### config.mk
export PLATFORM = sky130hd
export DESIGN_NAME = mem_access_stage
export DESIGN_NICKNAME = d
export VERILOG_FILES = /design/src/rtl/mem_access_stage.sv
export SDC_FILE = /design/constraint.sdc
export NUM_CORES = 1
export LEC_CHECK = 0
export BUFFER_PORTS_ARGS = -buffer_cell sky130_fd_sc_hd__clkbuf_2
export CAP_MARGIN = 20
export CORE_MARGIN = 3
export CORE_UTILIZATION = 52
export CTS_BUF_LIST = sky130_fd_sc_hd__clkbuf_4
export CTS_CLUSTER_DIAMETER = 80
export DETAILED_ROUTE_END_ITERATION = 16
export GPL_ROUTABILITY_DRIVEN = 0
export GPL_TIMING_DRIVEN = 1
export PLACE_DENSITY = 0.89
export SYNTH_ARGS = -nofsm -noshare
export SYNTH_HDL_FRONTEND = slang
export SYNTH_SLANG_ARGS = --single-unit
### constraint.sdc
create_clock -name clk -period 3.95 [get_ports clk]
set_input_delay 0.395 -clock clk [delete_from_list [all_inputs] [get_ports clk]]
set_output_delay 0.395 -clock clk [all_outputs]
set_load 0.01 [all_outputs]
### src/rtl/mem_access_stage.sv
`timescale 1ns/1ps
// MEM-stage load/store unit: decodes the EX/MEM instruction, runs one
// request/grant/response transaction on the data port and extends load data.
module mem_access_stage #(
  parameter int unsigned addrWidth = 15
) (
  input  logic                 clk,
  input  logic                 rst,
  input  logic [31:0]          inst,
  input  logic [31:0]          alu_out,
  input  logic [31:0]          rs2_rdata,
  output logic                 stall,
  output logic [31:0]          ld_data,
  output logic                 ld_valid,
  output logic                 misalign,
  output logic                 dmem_req,
  output logic                 dmem_we,
  output logic [addrWidth-1:0] dmem_addr,
  output logic [31:0]          dmem_wdata,
  output logic [3:0]           dmem_wstrb,
  input  logic                 dmem_gnt,
  input  logic [31:0]          dmem_rdata,
  input  logic                 dmem_rvalid
);

  localparam logic [6:0] OPC_LOAD  = 7'b0000011;
  localparam logic [6:0] OPC_STORE = 7'b0100011;

  typedef enum logic [1:0] {IDLE, REQ, WAIT, DONE} state_t;

  state_t      state;
  logic [6:0]  opcode;
  logic [2:0]  funct3;
  logic [1:0]  off;
  logic        is_load;
  logic        is_store;
  logic        misaligned;
  logic        go;
  logic [31:0] fmt_wdata;
  logic [3:0]  fmt_wstrb;
  logic        is_load_q;
  logic [2:0]  funct3_q;
  logic [1:0]  off_q;

  assign opcode = inst[6:0];
  assign funct3 = inst[14:12];
  assign off    = alu_out[1:0];

  // Only the listed funct3 encodings count as memory ops; all else passes through.
  always_comb begin
    is_load  = 1'b0;
    is_store = 1'b0;
    if (opcode == OPC_LOAD) begin
      case (funct3)
        3'b000, 3'b001, 3'b010, 3'b100, 3'b101: is_load = 1'b1;
        default:                                is_load = 1'b0;
      endcase
    end
    if (opcode == OPC_STORE) begin
      case (funct3)
        3'b000, 3'b001, 3'b010: is_store = 1'b1;
        default:                is_store = 1'b0;
      endcase
    end
  end

  always_comb begin
    misaligned = 1'b0;
    case (funct3[1:0])
      2'b01:   misaligned = off[0];
      2'b10:   misaligned = (off != 2'b00);
      default: misaligned = 1'b0;
    endcase
  end

  assign go = (is_load | is_store) & ~misaligned;

  // IDLE stall is combinational so the instruction is held from its first cycle.
  assign stall = ((state == IDLE) & go) | (state == REQ) | (state == WAIT);

  always_comb begin
    fmt_wdata = rs2_rdata;
    fmt_wstrb = 4'b1111;
    case (funct3[1:0])
      2'b00: begin
        fmt_wdata = {4{rs2_rdata[7:0]}};
        fmt_wstrb = 4'b0001 << off;
      end
      2'b01: begin
        fmt_wdata = {2{rs2_rdata[15:0]}};
        fmt_wstrb = 4'b0011 << off;
      end
      default: begin
        fmt_wdata = rs2_rdata;
        fmt_wstrb = 4'b1111;
      end
    endcase
  end

  function automatic logic [31:0] extract(input logic [31:0] word,
                                          input logic [2:0]  f3,
                                          input logic [1:0]  lane);
    logic [7:0]  b;
    logic [15:0] h;
    case (lane)
      2'b00:   b = word[7:0];
      2'b01:   b = word[15:8];
      2'b10:   b = word[23:16];
      default: b = word[31:24];
    endcase
    h = lane[1] ? word[31:16] : word[15:0];
    case (f3)
      3'b000:  extract = {{24{b[7]}}, b};
      3'b001:  extract = {{16{h[15]}}, h};
      3'b100:  extract = {24'd0, b};
      3'b101:  extract = {16'd0, h};
      default: extract = word;
    endcase
  endfunction

  logic unused_bits;
  assign unused_bits = ^{inst[31:15], inst[11:7], alu_out[31:addrWidth]};

  // Transaction FSM; every port-facing output below is registered.
  always_ff @(posedge clk or posedge rst) begin
    if (rst) begin
      state      <= IDLE;
      dmem_req   <= 1'b0;
      dmem_we    <= 1'b0;
      dmem_addr  <= '0;
      dmem_wdata <= 32'd0;
      dmem_wstrb <= 4'd0;
      ld_data    <= 32'd0;
      ld_valid   <= 1'b0;
      misalign   <= 1'b0;
      is_load_q  <= 1'b0;
      funct3_q   <= 3'd0;
      off_q      <= 2'd0;
    end else begin
      ld_valid <= 1'b0;
      misalign <= 1'b0;
      case (state)
        IDLE: begin
          if ((is_load | is_store) & misaligned) begin
            misalign <= 1'b1;
          end else if (go) begin
            is_load_q  <= is_load;
            funct3_q   <= funct3;
            off_q      <= off;
            dmem_req   <= 1'b1;
            dmem_we    <= is_store;
            dmem_addr  <= {alu_out[addrWidth-1:2], 2'b00};
            dmem_wdata <= fmt_wdata;
            dmem_wstrb <= is_store ? fmt_wstrb : 4'd0;
            state      <= REQ;
          end
        end
        REQ: begin
          if (dmem_gnt) begin
            dmem_req <= 1'b0;
            if (!is_load_q) begin
              state <= DONE;
            end else if (dmem_rvalid) begin
              ld_data  <= extract(dmem_rdata, funct3_q, off_q);
              ld_valid <= 1'b1;
              state    <= DONE;
            end else begin
              state <= WAIT;
            end
          end
        end
        WAIT: begin
          if (dmem_rvalid) begin
            ld_data  <= extract(dmem_rdata, funct3_q, off_q);
            ld_valid <= 1'b1;
            state    <= DONE;
          end
        end
        DONE: begin
          state <= IDLE;
        end
        default: begin
          state <= IDLE;
        end
      endcase
    end
  end

endmodule

* Yosys cells after proc, flatten, opt, wreduce, memory -nomap -nowiden
Cells that the tools add are included.
** Operators by class
- Eq/ne operators :: 21
- Shifts and indexed selects :: 2
- Muxes and demuxes :: 32
- Bitwise gates (word level) :: 8
- Reduce and logical (&&, ||, !) cells :: 14
** Operator list (number)
- $pmux 32 s2 :: 2
- $pmux 32 s4 :: 1
- $mux 32 :: 3
- $pmux 8 s3 :: 1
- $mux 16 :: 1
- $mux 1 :: 14
- $eq 3x3->1 const B :: 4
- $ne 2x2->1 const B :: 5
- $eq 2x2->1 const B :: 4
- $mux 2 :: 4
- $pmux 2 s4 :: 1
- $pmux 4 s2 :: 1
- $reduce_and 4->1 :: 2
- $eq 7x2->1 const B :: 1
- $eq 7x6->1 const B :: 1
- $eq 2x1->1 const B :: 3
- $eq 3x1->1 const B :: 2
- $logic_not 2->1 :: 3
- $logic_not 3->1 :: 2
- $pmux 1 s2 :: 3
- $reduce_and 3->1 :: 2
- $reduce_bool 2->1 :: 3
- $reduce_or 5->1 :: 1
- $mux 4 :: 1
- other kinds (7) :: 12
** Word-level totals
- Register bits after elaboration :: 93
- Output and inout bits :: 88
- Word-level logic and storage cells :: 89

* Depth between registers and ports, before layout
- Depth after elaboration :: 9
- Mapped depth :: 11

* Least setup slack after synthesis
OpenSTA, ideal clock, no wires.
- Path type :: input -> output
- Start :: input port inst[13]
- End :: output port stall
- Arrival :: 2110 ps
- Slack :: 1445 ps
- Stages on the path :: 10
- Path buffers :: 4
- Path through :: inv_1 > ha_1 > or2_1 > buf_4 > o22ai_1 > or4b_1 > buf_2 > buf_6 > buf_2 > nand2_1
** Between the ends
- Longest elaborated chain between the ends :: 9
** RTL lines
- start: declaration :: RTL line 9 : input logic [31:0] inst,
- $eq 3x1->1 (tied with other cells) :: RTL line 54, 60
- $reduce_or 5->1 or $reduce_or 3->1 (tied branches) :: RTL line 54, 60
- $mux 1 (on tied branches) :: RTL line 54, 60
- $mux 1 (on tied branches) :: RTL line 53, 59
- $or 1x1->1 :: RTL line 76 : assign go = (is_load | is_store) & ~misaligned;
- $and 1x1->1 * :: RTL line 76
- $and 1x1->1 * :: RTL line 79 : assign stall = ((state == IDLE) & go) | (state == REQ) | (state == WAIT);
- $or 1x1->1 * (2 in a row) :: RTL line 79
- end: declaration :: RTL line 12 : output logic stall,
Every way passes the cells marked *; elsewhere a longest branch is shown, timed or not.

* Worst setup path in the final report
Ends and elaborated chain as after synthesis.

==> flow_summary.yaml <==
critical_path:
  cp-end-kind: "output port"
  r2r_start: "state[0]"
  cp-start-kind: "input pin"
  worstPathRequired_ps: 3560
  startpoint: "inst[13]"
  crit_fanout: 20
  critical_path_class: "input pin to output port"
  worstPathArrival_ps: 2630
floorplanning:
  core_area_mm2: 0.00834
  chipWidth_um: 99.4
  rows: 33
  die_area_mm2: 0.00987
  start_util: 0.543
  die_y_um: 99.4
  io_pins: 220
routing:
  ant_nets: 0
  viasPerCell: 5.64
  drt-wirelength-per-cell_um: 16.7
  route.detailed.drc: 0
  num_vias: 4131
  firstDrtPassIters: 4
  wl_um: 12200
  drtIter0Drc: 190
timing:
  rsz0062_at_grt: "no"
  worst_pin_slew_ps: 1130
  skew_ps: 21.9
  fin_crit_ps: 3020
  hold_viol: 0
  fmax_mhz: 331
  period_share: 0.766
  slew_headroom: 0.246
  setup_tns_ps: 0
  setup_violations: 0
  finalMaxSlewViolations: 0
power_and_ir_drop:
  p_total_mw: 2.88
  vdd_drop_max_mv: 0.218
  power_density_mw_per_mm2: 511
  p_leak_nw: 2.92
min_path:
  hold_class: "input pin to register"
  hold_path_startpoint: "alu_out[11]"
clock_network:
  clk_pin_slew_ps: 150
  hold_buffers: 1
  cts.sinks: 93
  htree_num_levels: 3
  cts_resized: 0
  clockBufferDepth: 2
  root_buffer: "clkbuf_4"
  cts_tree: "built"
  clock_latency_ps: 430
  numCtsBuffers: 9
  post_cts_buffers: 0
yosys:
  synth-edff-count: 0
  async_reset_ff_frac: 1.00
  avgSynthCellArea_um2: 10.0
  ys_types: 47
  yosys_warnings: 0
  syn_inst: 453
  synth-seq-cells: 93
  yosysSeqAreaShare: 0.514
  syn-cell-area_mm2: 0.00453
  yosys_most_used_dff: "dfrtp_1"
flow_run:
  maxCapViolCount: 0
final_layout:
  drive_above_1_share: 0.376
  n_antenna_cell: 0
  fill_cells: 639
  final_cell_mix: "clkbuf_2, dfrtp_1, nand2_1, o21ai_0, a21oi_1"
  multiInputGateArea_mm2: 0.00201
  areaGrowthSynthToFinish_pct: 24.5
  num-nets-final: 760
  final_common_cell: "clkbuf_2"
  seqCellArea_mm2: 0.00233
placement:
  dp_hpwl_um: 9280
  port_buffers: 178
global_routing:
  antenna_found_initial: 0
  grtUsageTotal: 0.251
  grt_pass1_vias: 4180
  grt_pass1_wl_um: 20100
  grt_max_degree: 80
  gr-total-overflow: 0
status:
  outcome: "finished clean"
[metal layers]
layer,share of wire,GRT usage
met3,0.087,0.0582
met5,0,0
met2,0.49,0.416
met1,0.41,0.333
met4,0.012,0.0725
[critical path, cell delays in order]
cell	delay [ps]
clkbuf_2	120
inv_1	150
ha_1	170
buf_4	230
or2_1	310
o22ai_1	170
or4b_2	840
nand2_1	110
clkbuf_2	130
[registers in the layout (all words and copies together), names as in the netlist]
register    flops
dmem_wdata     32
ld_data        32
dmem_addr      13
dmem_wstrb      4
funct3_q        3
off_q           2
state           2
dmem_req        1
dmem_we         1
is_load_q       1
ld_valid        1
misalign        1
[Yosys cell counts, types with 2 or more instances]
cell | n | area share
ha_1 | 6 | 0.017
o21ai_1 | 4 | 0.0044
inv_1 | 11 | 0.0091
nand2b_1 | 4 | 0.0055
dfrtp_1 | 93 | 0.51
nor2b_1 | 2 | 0.0028
a21oi_1 | 50 | 0.055
and3_1 | 4 | 0.0055
mux4_2 | 2 | 0.0099
buf_6 | 3 | 0.0075
buf_2 | 6 | 0.0066
o21a_1 | 8 | 0.013
a22o_1 | 12 | 0.023
clkbuf_1 | 18 | 0.015
mux2_1 | 9 | 0.022
mux2_2 | 28 | 0.070
nor2_1 | 26 | 0.022
a21o_1 | 2 | 0.0033
a22oi_1 | 9 | 0.015
mux2i_1 | 6 | 0.013
nor3b_1 | 8 | 0.013
o22ai_1 | 2 | 0.0028
buf_4 | 3 | 0.0050
o211ai_1 | 2 | 0.0033
o21ai_0 | 55 | 0.061
nand2_1 | 59 | 0.049
[area by class of cell]
| cell class | instances | share of cell area |
|---|---|---|
| Inverter | 12 | 0.00821 |
| Clock buffer | 9 | 0.0120 |
| Timing Repair Buffer | 188 | 0.172 |
| Clock inverter | 7 | 0.0169 |
| Tap cell | 105 | 0.0233 |
| Multi-Input combinational cell | 318 | 0.356 |
| Sequential cell | 93 | 0.413 |
[stage by stage]
stage / instance area, um^2 / std cells / hold slack (ps) / utilization / setup slack (ps)
2_1_floorplan: 4540 / 454 / 464 / - / 1130
3_3_place_gp: 5460 / 714 / 395 / 0.655 / 709
3_5_place_dp: 5460 / 714 / 402 / 0.655 / 596
4_1_cts: 5630 / 731 / 140 / 0.676 / 939
5_1_grt: 5640 / 732 / 127 / 0.676 / 802
6_report: 5640 / 732 / 170 / 0.676 / 925
[final timing paths]
check / to / slack, ps / cells past startpoint
setup / recovery: stall / 930 / 9
setup reg to reg: is_load_q / 1440 / 6
hold reg to reg: dmem_wdata[16] / 500 / 2
min in group asynchronous: dmem_wdata[5] / 470 / 3
hold / removal: dmem_addr[11] / 170 / 2
max in group asynchronous: ld_data[31] / 2630 / 4
[logic make-up after synthesis]
group / Yosys count / synth area share
buffers and inverters: 43 / 0.0447
adder cells (fa/ha/maj): 6 / 0.0166
multiplexers: 45 / 0.115
AND/OR/NAND/NOR: 112 / 0.111
AO/OA/AOI/OAI: 153 / 0.198
flip-flops: 93 / 0.514
other: 1 / 0.000827
[where the power goes]
group	switching [mW]	internal, mW	leakage (nW)
clock	0.328	0.260	0.0883
combinational	0.547	0.427	1.63
sequential	0.142	1.18	1.21
total	1.02	1.86	2.92
Power figures use the tool's default switching activity.
